`config.mk`:
```
export PLATFORM = sky130hd
export DESIGN_NAME = data_mem_unit_flat
export DESIGN_NICKNAME = d
export VERILOG_FILES = /design/src/rtl/data_mem_unit_if.sv /design/src/rtl/data_mem_unit.sv /design/src/flat_wrapper.sv
export SDC_FILE = /design/constraint.sdc
export NUM_CORES = 2
export LEC_CHECK = 0
export BUFFER_PORTS_ARGS = -buffer_cell sky130_fd_sc_hd__buf_2
export CELL_PAD_IN_SITES_DETAIL_PLACEMENT = 0
export CELL_PAD_IN_SITES_GLOBAL_PLACEMENT = 1
export CORE_MARGIN = 5
export CORE_UTILIZATION = 40
export CTS_CLUSTER_DIAMETER = 200
export CTS_CLUSTER_SIZE = 8
export DETAILED_ROUTE_END_ITERATION = 8
export GPL_TIMING_DRIVEN = 0
export PLACE_DENSITY = 0.7
export SLEW_MARGIN = 15
export SYNTH_ARGS = -nofsm -noshare
export SYNTH_HDL_FRONTEND = slang
export SYNTH_SLANG_ARGS = --single-unit
```
`constraint.sdc`:
```
create_clock -name clk -period 9.6 [get_ports clk]
set_input_delay 0.48 -clock clk [delete_from_list [all_inputs] [get_ports clk]]
set_output_delay 0.48 -clock clk [all_outputs]
set_load 0.005 [all_outputs]
```
`src/rtl/data_mem_unit_if.sv`:
```
// ----------------------------------------------------------------------------
// data_mem_unit_if
// Load/store bus between the core (controller/ALU) and the data-memory stage.
//
// Signals:
//   memRead   core -> mem  load request this cycle
//   memWrite  core -> mem  store request this cycle
//   addr      core -> mem  word address
//   wdata     core -> mem  store data
//   rdata     mem -> core  load result, held while rvalid is low
//   rvalid    mem -> core  one-cycle pulse per completed load
//   sb_valid  mem -> core  store buffer holds an uncommitted store
//   err       mem -> core  sticky: load and store requested together
//
// Modports: master (core side), slave (memory side).
// ----------------------------------------------------------------------------
interface data_mem_unit_if #(
    parameter int unsigned DATA_WIDTH = 8,
    parameter int unsigned ADDR_WIDTH = 8
) ();
    logic                  memRead;
    logic                  memWrite;
    logic [ADDR_WIDTH-1:0] addr;
    logic [DATA_WIDTH-1:0] wdata;
    logic [DATA_WIDTH-1:0] rdata;
    logic                  rvalid;
    logic                  sb_valid;
    logic                  err;

    modport master (
        output memRead,
        output memWrite,
        output addr,
        output wdata,
        input  rdata,
        input  rvalid,
        input  sb_valid,
        input  err
    );

    modport slave (
        input  memRead,
        input  memWrite,
        input  addr,
        input  wdata,
        output rdata,
        output rvalid,
        output sb_valid,
        output err
    );
endinterface

```
`src/rtl/data_mem_unit.sv`:
```
// ----------------------------------------------------------------------------
// data_mem_unit
// Data-memory stage with a single-ported array, one-cycle load latency and a
// one-entry store buffer with store-to-load forwarding, so stores never stall.
//
// Ports:
//   clk    core clock, all state updates on the rising edge
//   reset  synchronous, active-low
//   bus    data_mem_unit_if.slave (memRead, memWrite, addr, wdata in;
//          rdata, rvalid, sb_valid, err out)
//
// Per-cycle priority: reset > store (including the illegal load+store) >
// load > drain of a buffered store when idle.
// ----------------------------------------------------------------------------
module data_mem_unit #(
    parameter int unsigned DATA_WIDTH = 8,
    parameter int unsigned ADDR_WIDTH = 8
) (
    input logic              clk,
    input logic              reset,
    data_mem_unit_if.slave   bus
);

    localparam int unsigned DEPTH = 2 ** ADDR_WIDTH;

    // Backing array, deliberately not reset.
    logic [DATA_WIDTH-1:0] r_mem [DEPTH];

    // Store buffer.
    logic                  r_sb_valid;
    logic [ADDR_WIDTH-1:0] r_sb_addr;
    logic [DATA_WIDTH-1:0] r_sb_data;

    // Registered outputs.
    logic [DATA_WIDTH-1:0] r_rdata;
    logic                  r_rvalid;
    logic                  r_err;

    logic                  w_store;
    logic                  w_load;
    logic                  w_idle;
    logic                  w_sb_hit;
    logic                  w_mem_we;
    logic [ADDR_WIDTH-1:0] w_mem_waddr;
    logic [DATA_WIDTH-1:0] w_mem_wdata;
    logic [DATA_WIDTH-1:0] w_load_data;

    // A simultaneous load+store is handled as a store only.
    assign w_store  = bus.memWrite;
    assign w_load   = bus.memRead & ~bus.memWrite;
    assign w_idle   = ~bus.memRead & ~bus.memWrite;

    // Hit test uses buffer state from the start of the cycle.
    assign w_sb_hit = r_sb_valid && (r_sb_addr == bus.addr);

    // The port is free for a drain on an idle cycle, or on a store that
    // displaces the buffered entry. Loads own the port, so the buffer waits.
    // Reset suppresses the drain: a pending store is dropped, never written.
    always_comb begin
        w_mem_we    = 1'b0;
        w_mem_waddr = r_sb_addr;
        w_mem_wdata = r_sb_data;
        if (reset && r_sb_valid) begin
            if (w_idle) begin
                w_mem_we = 1'b1;
            end else if (w_store && !w_sb_hit) begin
                w_mem_we = 1'b1;
            end
        end
    end

    // Forwarding replaces the array read entirely on a hit.
    assign w_load_data = w_sb_hit ? r_sb_data : r_mem[bus.addr];

    always_ff @(posedge clk) begin
        if (w_mem_we) begin
            r_mem[w_mem_waddr] <= w_mem_wdata;
        end
    end

    always_ff @(posedge clk) begin
        if (!reset) begin
            r_sb_valid <= 1'b0;
            r_sb_addr  <= '0;
            r_sb_data  <= '0;
            r_rdata    <= '0;
            r_rvalid   <= 1'b0;
            r_err      <= 1'b0;
        end else begin
            r_rvalid <= w_load;
            if (bus.memRead && bus.memWrite) begin
                r_err <= 1'b1;
            end
            if (w_store) begin
                // Covers coalesce, displace-after-drain and fill-empty alike.
                r_sb_valid <= 1'b1;
                r_sb_addr  <= bus.addr;
                r_sb_data  <= bus.wdata;
            end else if (w_load) begin
                r_rdata <= w_load_data;
            end else if (r_sb_valid) begin
                r_sb_valid <= 1'b0;
            end
        end
    end

    assign bus.rdata    = r_rdata;
    assign bus.rvalid   = r_rvalid;
    assign bus.sb_valid = r_sb_valid;
    assign bus.err      = r_err;

endmodule

```
`src/flat_wrapper.sv`:
```
// flat-port wrapper written by rule: the top's interface ports become plain ports
module data_mem_unit_flat 
#(
    parameter int unsigned DATA_WIDTH = 8,
    parameter int unsigned ADDR_WIDTH = 8
)
  (clk, reset, bus_memRead, bus_memWrite, bus_addr, bus_wdata, bus_rdata, bus_rvalid, bus_sb_valid, bus_err);
  data_mem_unit_if #(.DATA_WIDTH(DATA_WIDTH), .ADDR_WIDTH(ADDR_WIDTH)) bus_i ();
  input logic clk;
  input logic reset;
  input wire logic [$bits(bus_i.memRead)-1:0] bus_memRead;
  input wire logic [$bits(bus_i.memWrite)-1:0] bus_memWrite;
  input wire logic [$bits(bus_i.addr)-1:0] bus_addr;
  input wire logic [$bits(bus_i.wdata)-1:0] bus_wdata;
  output wire logic [$bits(bus_i.rdata)-1:0] bus_rdata;
  output wire logic [$bits(bus_i.rvalid)-1:0] bus_rvalid;
  output wire logic [$bits(bus_i.sb_valid)-1:0] bus_sb_valid;
  output wire logic [$bits(bus_i.err)-1:0] bus_err;
  assign bus_i.memRead = bus_memRead;
  assign bus_i.memWrite = bus_memWrite;
  assign bus_i.addr = bus_addr;
  assign bus_i.wdata = bus_wdata;
  assign bus_rdata = bus_i.rdata;
  assign bus_rvalid = bus_i.rvalid;
  assign bus_sb_valid = bus_i.sb_valid;
  assign bus_err = bus_i.err;
  data_mem_unit #(.DATA_WIDTH(DATA_WIDTH), .ADDR_WIDTH(ADDR_WIDTH)) u_core (.clk(clk), .reset(reset), .bus(bus_i));
endmodule
```
Yosys cells after proc, flatten, opt, wreduce, memory -nomap -nowiden:

Memory sizes are Yosys's and may differ from the RTL's.
Index checks and enable logic that the tools add are counted.

* register bits: 27
* bits in writable memories: 2048
* word-level logic and storage cells: 27
* memories: 1

Memories
* u_core.r_mem: depth 256, bits a word 8, read ports 1, clocked after memory_dff 0, write ports 1, line data_mem_unit.sv:27 `logic [DATA_WIDTH-1:0] r_mem [DEPTH];`

* equality and inequality tests: 2
* multiplexer cells: 8
* bitwise operators: 4
* reduce and logical (&&, ||, !) cells: 6

Operators with widths (number)
* 8-bit == test: 1
* 8-bit 2-to-1 mux: 1
* 1-bit 2-to-1 mux: 7
* 1-bit logical AND: 4
* 1-bit bitwise AND: 2
* 2-bit != test (second input constant): 1
* 1-bit NOT: 2
* 2-bit AND reduction: 1
* 1-bit logical NOT: 1

Longest topological paths before layout:

* depth in word-level cells: 9
* mapped depth: 11

Worst setup path after synthesis:

Ideal clock, no wire load.

* path kind: reg2reg
* start point: register u_core.r_sb_data[6]
* end point: memory u_core.r_mem[0][6], data pin
* setup time: 859 ps
* arrival time: 3413 ps
* setup slack: 5328 ps
* cell stages (with the launch flop): 1
* path buffers: 0
* period minus slack after synthesis: 4272 ps
* cells stage by stage: dfxtp_1

RTL lines
* from (decl): line data_mem_unit.sv:32 `logic [DATA_WIDTH-1:0] r_sb_data;`
* from (signal assigned): line data_mem_unit.sv:98 `r_sb_data <= bus.wdata;`
* to (decl): line data_mem_unit.sv:27

No word-level cell before the write port.

Worst setup path in the final report:

* start point: input bus_addr[1]
* end point: register u_core.r_rdata[5] (netlist: u_core.bus.rdata[5])

* word-level cells in the longest chain between the ends: 3
* elaborated cells between the ends (all ways): 4

RTL lines
* from (decl): line flat_wrapper.sv:13 `input wire logic [$bits(bus_i.addr)-1:0] bus_addr;`
* parallel branches: the longest is 2 deep, another holds memory 256 x 8 bit
* 8-bit 2-to-1 mux (*): line data_mem_unit.sv:73 `assign w_load_data = w_sb_hit ? r_sb_data : r_mem[bus.addr];`
* to (signal assigned): line data_mem_unit.sv:100 `r_rdata <= w_load_data;`
* to (decl): line data_mem_unit.sv:35 `logic [DATA_WIDTH-1:0] r_rdata;`

Mark *: on every way between the ends.
A chain may end at the register's enable or synchronous reset.

==> results.sh <==
export IMPL_status="finished clean"
export IMPL_pin_count=31
export IMPL_rsz0062_at_grt="no"
export IMPL_total_power_mw=20.4
export IMPL_vias=40700
export IMPL_dp_hpwl_um=149000
export IMPL_routabilityCongestion=0.919
export IMPL_final_setup_viol_count=0
export IMPL_synth_cell_types=48
export IMPL_port_buffers=26
export IMPL_yosys_area_top_type_share_pct=76.8
export IMPL_fmax_ghz=0.241
export IMPL_cts_root_buf="clkbuf_16"
export IMPL_grt_pass1_wl_um=312000
export IMPL_cp_arrival_ns=4.90
export IMPL_core_um2=199000
export IMPL_met1_usage_pct=28.9
export IMPL_crit_type="in2reg"
export IMPL_synth_area_leaders="edfxtp_1 (77%), mux4_2 (15%), nor2_1 (1.4%)"
export IMPL_fin_crit_sh_pct=43.1
export IMPL_rows=164
export IMPL_cts_setup_buffers=0
export IMPL_fill_cells=16300
export IMPL_power_leakage_nw=27.8
export IMPL_final_max_slew_viol_count=0
export IMPL_min_period_ns=4.14
export IMPL_crit_fanout=10
export IMPL_wl_um=223000
export IMPL_grt_ovfl_total=0
export IMPL_fp_dieW_um=457
export IMPL_required_ns=10.36
export IMPL_synth_seq_area_share_pct=77.5
export IMPL_cts_tree="built"
export IMPL_dr_pass1_iters=6
export IMPL_die_h_um=457
export IMPL_start_util_pct=40.1
export IMPL_final_nets=4107
export IMPL_drc=0
export IMPL_finalClockSkew_ns=0.0589
export IMPL_fin_tns_setup_ns=0
export IMPL_yosysTopAreaCell="edfxtp_1"
export IMPL_final_hold_viol_count=0
export IMPL_clockBufferDepth=4
export IMPL_path_clk_slew_ns=0.05
export IMPL_synthArstFlopShare_pct=0
export IMPL_cts_resized=0
export IMPL_antenna_found_initial=11
export IMPL_cts_sinks=2075
export IMPL_rr_worst_depth=5
export IMPL_syn_inst=3698
export IMPL_whs_path_depth=2
export IMPL_vias_per_cell=5.97
export IMPL_synth_area_per_cell_um2=21.6
export IMPL_gr_max_usage_layer="met2"
export IMPL_cp_start_kind="primary input"
export IMPL_syn_cell_area_um2=80000
export IMPL_ys_flop_type="edfxtp_1"
export IMPL_first_global_vias=40800
export IMPL_dieArea_um2=209000
export IMPL_cap_violations=0
export IMPL_cts_htree_levels=5
export IMPL_wl_per_cell_um=32.8
export IMPL_yosysWarnings=0
export IMPL_worst_slew_pin_slew_ns=1.29
export IMPL_hold_path_class="in2reg"
export IMPL_drive_above_1_share_pct=26.7
export IMPL_clock_latency_ns=0.91
export IMPL_ant_nets=0
export IMPL_synth_top_cells_by_count="edfxtp_1 (2,048), mux4_2 (517), nor2_1 (300)"
export IMPL_globalRouteTotalUtil_pct=21.0
export IMPL_synth_seq_cells=2075
export IMPL_synth_edf_count=2048
export IMPL_dr_first_iter_drc_count=5477
export IMPL_p_per_area_nw_per_um2=220
export IMPL_syn2layout_area_growth_pct=16.1
export IMPL_syn_nets=3718
export IMPL_worstSetupEndpointType="flop"
export IMPL_gr_usage_met3_pct=5.67
export IMPL_vdd_drop_max_mv=0.192
export IMPL_yosysMostFrequentCell="edfxtp_1"
export IMPL_maxSlewHeadroom_pct=14.0
export IMPL_holdWs_ns=0.0549
export IMPL_use_met2_pct=32.4
export IMPL_grt_max_degree=84
export IMPL_cts_made_buffers=309
[cells in the final DEF, fill, tap and decap left out, types with 5 or more instances in the layout]
cell type,count
xnor2_1,8
dfxtp_1,19
buf_1,20
nand3_1,26
dfxtp_4,8
clkbuf_1,91
edfxtp_1,2048
dlygate4sd3_1,9
buf_16,30
buf_12,13
buf_6,14
buf_4,25
nor2_1,300
nor3_1,10
a22oi_1,66
o22ai_1,105
or4_1,7
mux4_2,517
nand4_1,5
o31ai_1,7
a211oi_1,7
mux2i_1,84
mux2_2,17
nor4_1,8
buf_2,127
nand2b_1,6
o221ai_1,15
nor2b_1,33
clkbuf_2,18
clkbuf_16,317
a21oi_1,62
o41ai_1,8
and3_1,9
or2_2,9
nand2_1,47
o31a_1,7
[worst max-delay path, cell delays in order]
cell     delay (ns)
buf_2          0.32
buf_4          0.41
buf_4          0.33
buf_2          0.53
buf_2          0.49
buf_2          0.54
mux2i_1        0.36
a21oi_1        0.22
o41ai_1        0.99
o31ai_1        0.15
[registers in the layout, indices dropped and copies added, names as in the netlist]
register and cells:
u_core.bus.err 1, u_core.bus.rdata 8, u_core.bus.rvalid 1, u_core.bus.sb_valid 1
u_core.r_mem 2048, u_core.r_sb_addr 8, u_core.r_sb_data 8
[what timing repair did]
| action | CTS | global route |
|---|---|---|
| setup endpoints to repair | 0 | 0 |
| hold endpoints to repair | 10 | 0 |
| hold buffers | 9 | 0 |
[kinds of logic after synthesis]
group	synth area share, %
flip-flops	77.5
multiplexers	15.8
AND/OR/NAND/NOR	2.68
AO/OA/AOI/OAI	2.39
buffers and inverters	1.48
XOR/XNOR	0.0876
[through the flow]
| stage | instances | area [um^2] | utilization [%] | setup WS (ns) |
|---|---|---|---|---|
| 2_1_floorplan | 3698 | 80000 | - | 5.33 |
| 3_3_place_gp | 6380 | 83500 | 41.9 | 0.829 |
| 3_5_place_dp | 6423 | 84600 | 42.4 | 4.70 |
| 4_1_cts | 6802 | 92900 | 46.6 | 5.67 |
| 5_1_grt | 6803 | 92900 | 46.6 | 5.57 |
| 6_report | 6806 | 92900 | 46.6 | 5.46 |
[metal layers]
| metal | vias to the layer above | routed length [um] |
|---|---|---|
| li1 | 16200 | - |
| met1 | 21700 | 87100 |
| met2 | 2338 | 104000 |
| met3 | 440 | 23700 |
| met4 | 2 | 8570 |
| met5 | - | 18 |
[power by group]
group / switching (mW) / total [mW] / internal (mW)
Combinational: 0.633 / 0.965 / 0.332
Clock: 3.61 / 9.43 / 5.82
Sequential: 0.0366 / 10.0 / 10.0
Total: 4.28 / 20.4 / 16.1
[area by class of cell]
cell class | instances | area, um^2 | share of cell area (%)
inverters | 4 | 15.0 | 0.0162
multi-input cells | 1396 | 16800 | 18.1
repair buffers | 78 | 1310 | 1.41
clock buffers | 364 | 8110 | 8.73
diodes | 4 | 10.0 | 0.0108
flip-flops and latches | 2075 | 62100 | 66.8
well taps | 2656 | 3320 | 3.58
clock inverters | 6 | 66.3 | 0.0714
plain buffers | 223 | 1200 | 1.29
[path summary, 6_finish.rpt]
kind	startpoint	end	slack, ns
max	bus_addr[1]	u_core.bus.rdata[5]	5.46
min	reset	u_core.bus.rvalid	0.05
min reg2reg	u_core.bus.err	u_core.bus.err	0.49
max reg2reg	u_core.r_sb_addr[1]	u_core.r_mem[255][0]	5.88
Note: power is estimated with default switching activity, not from simulation.
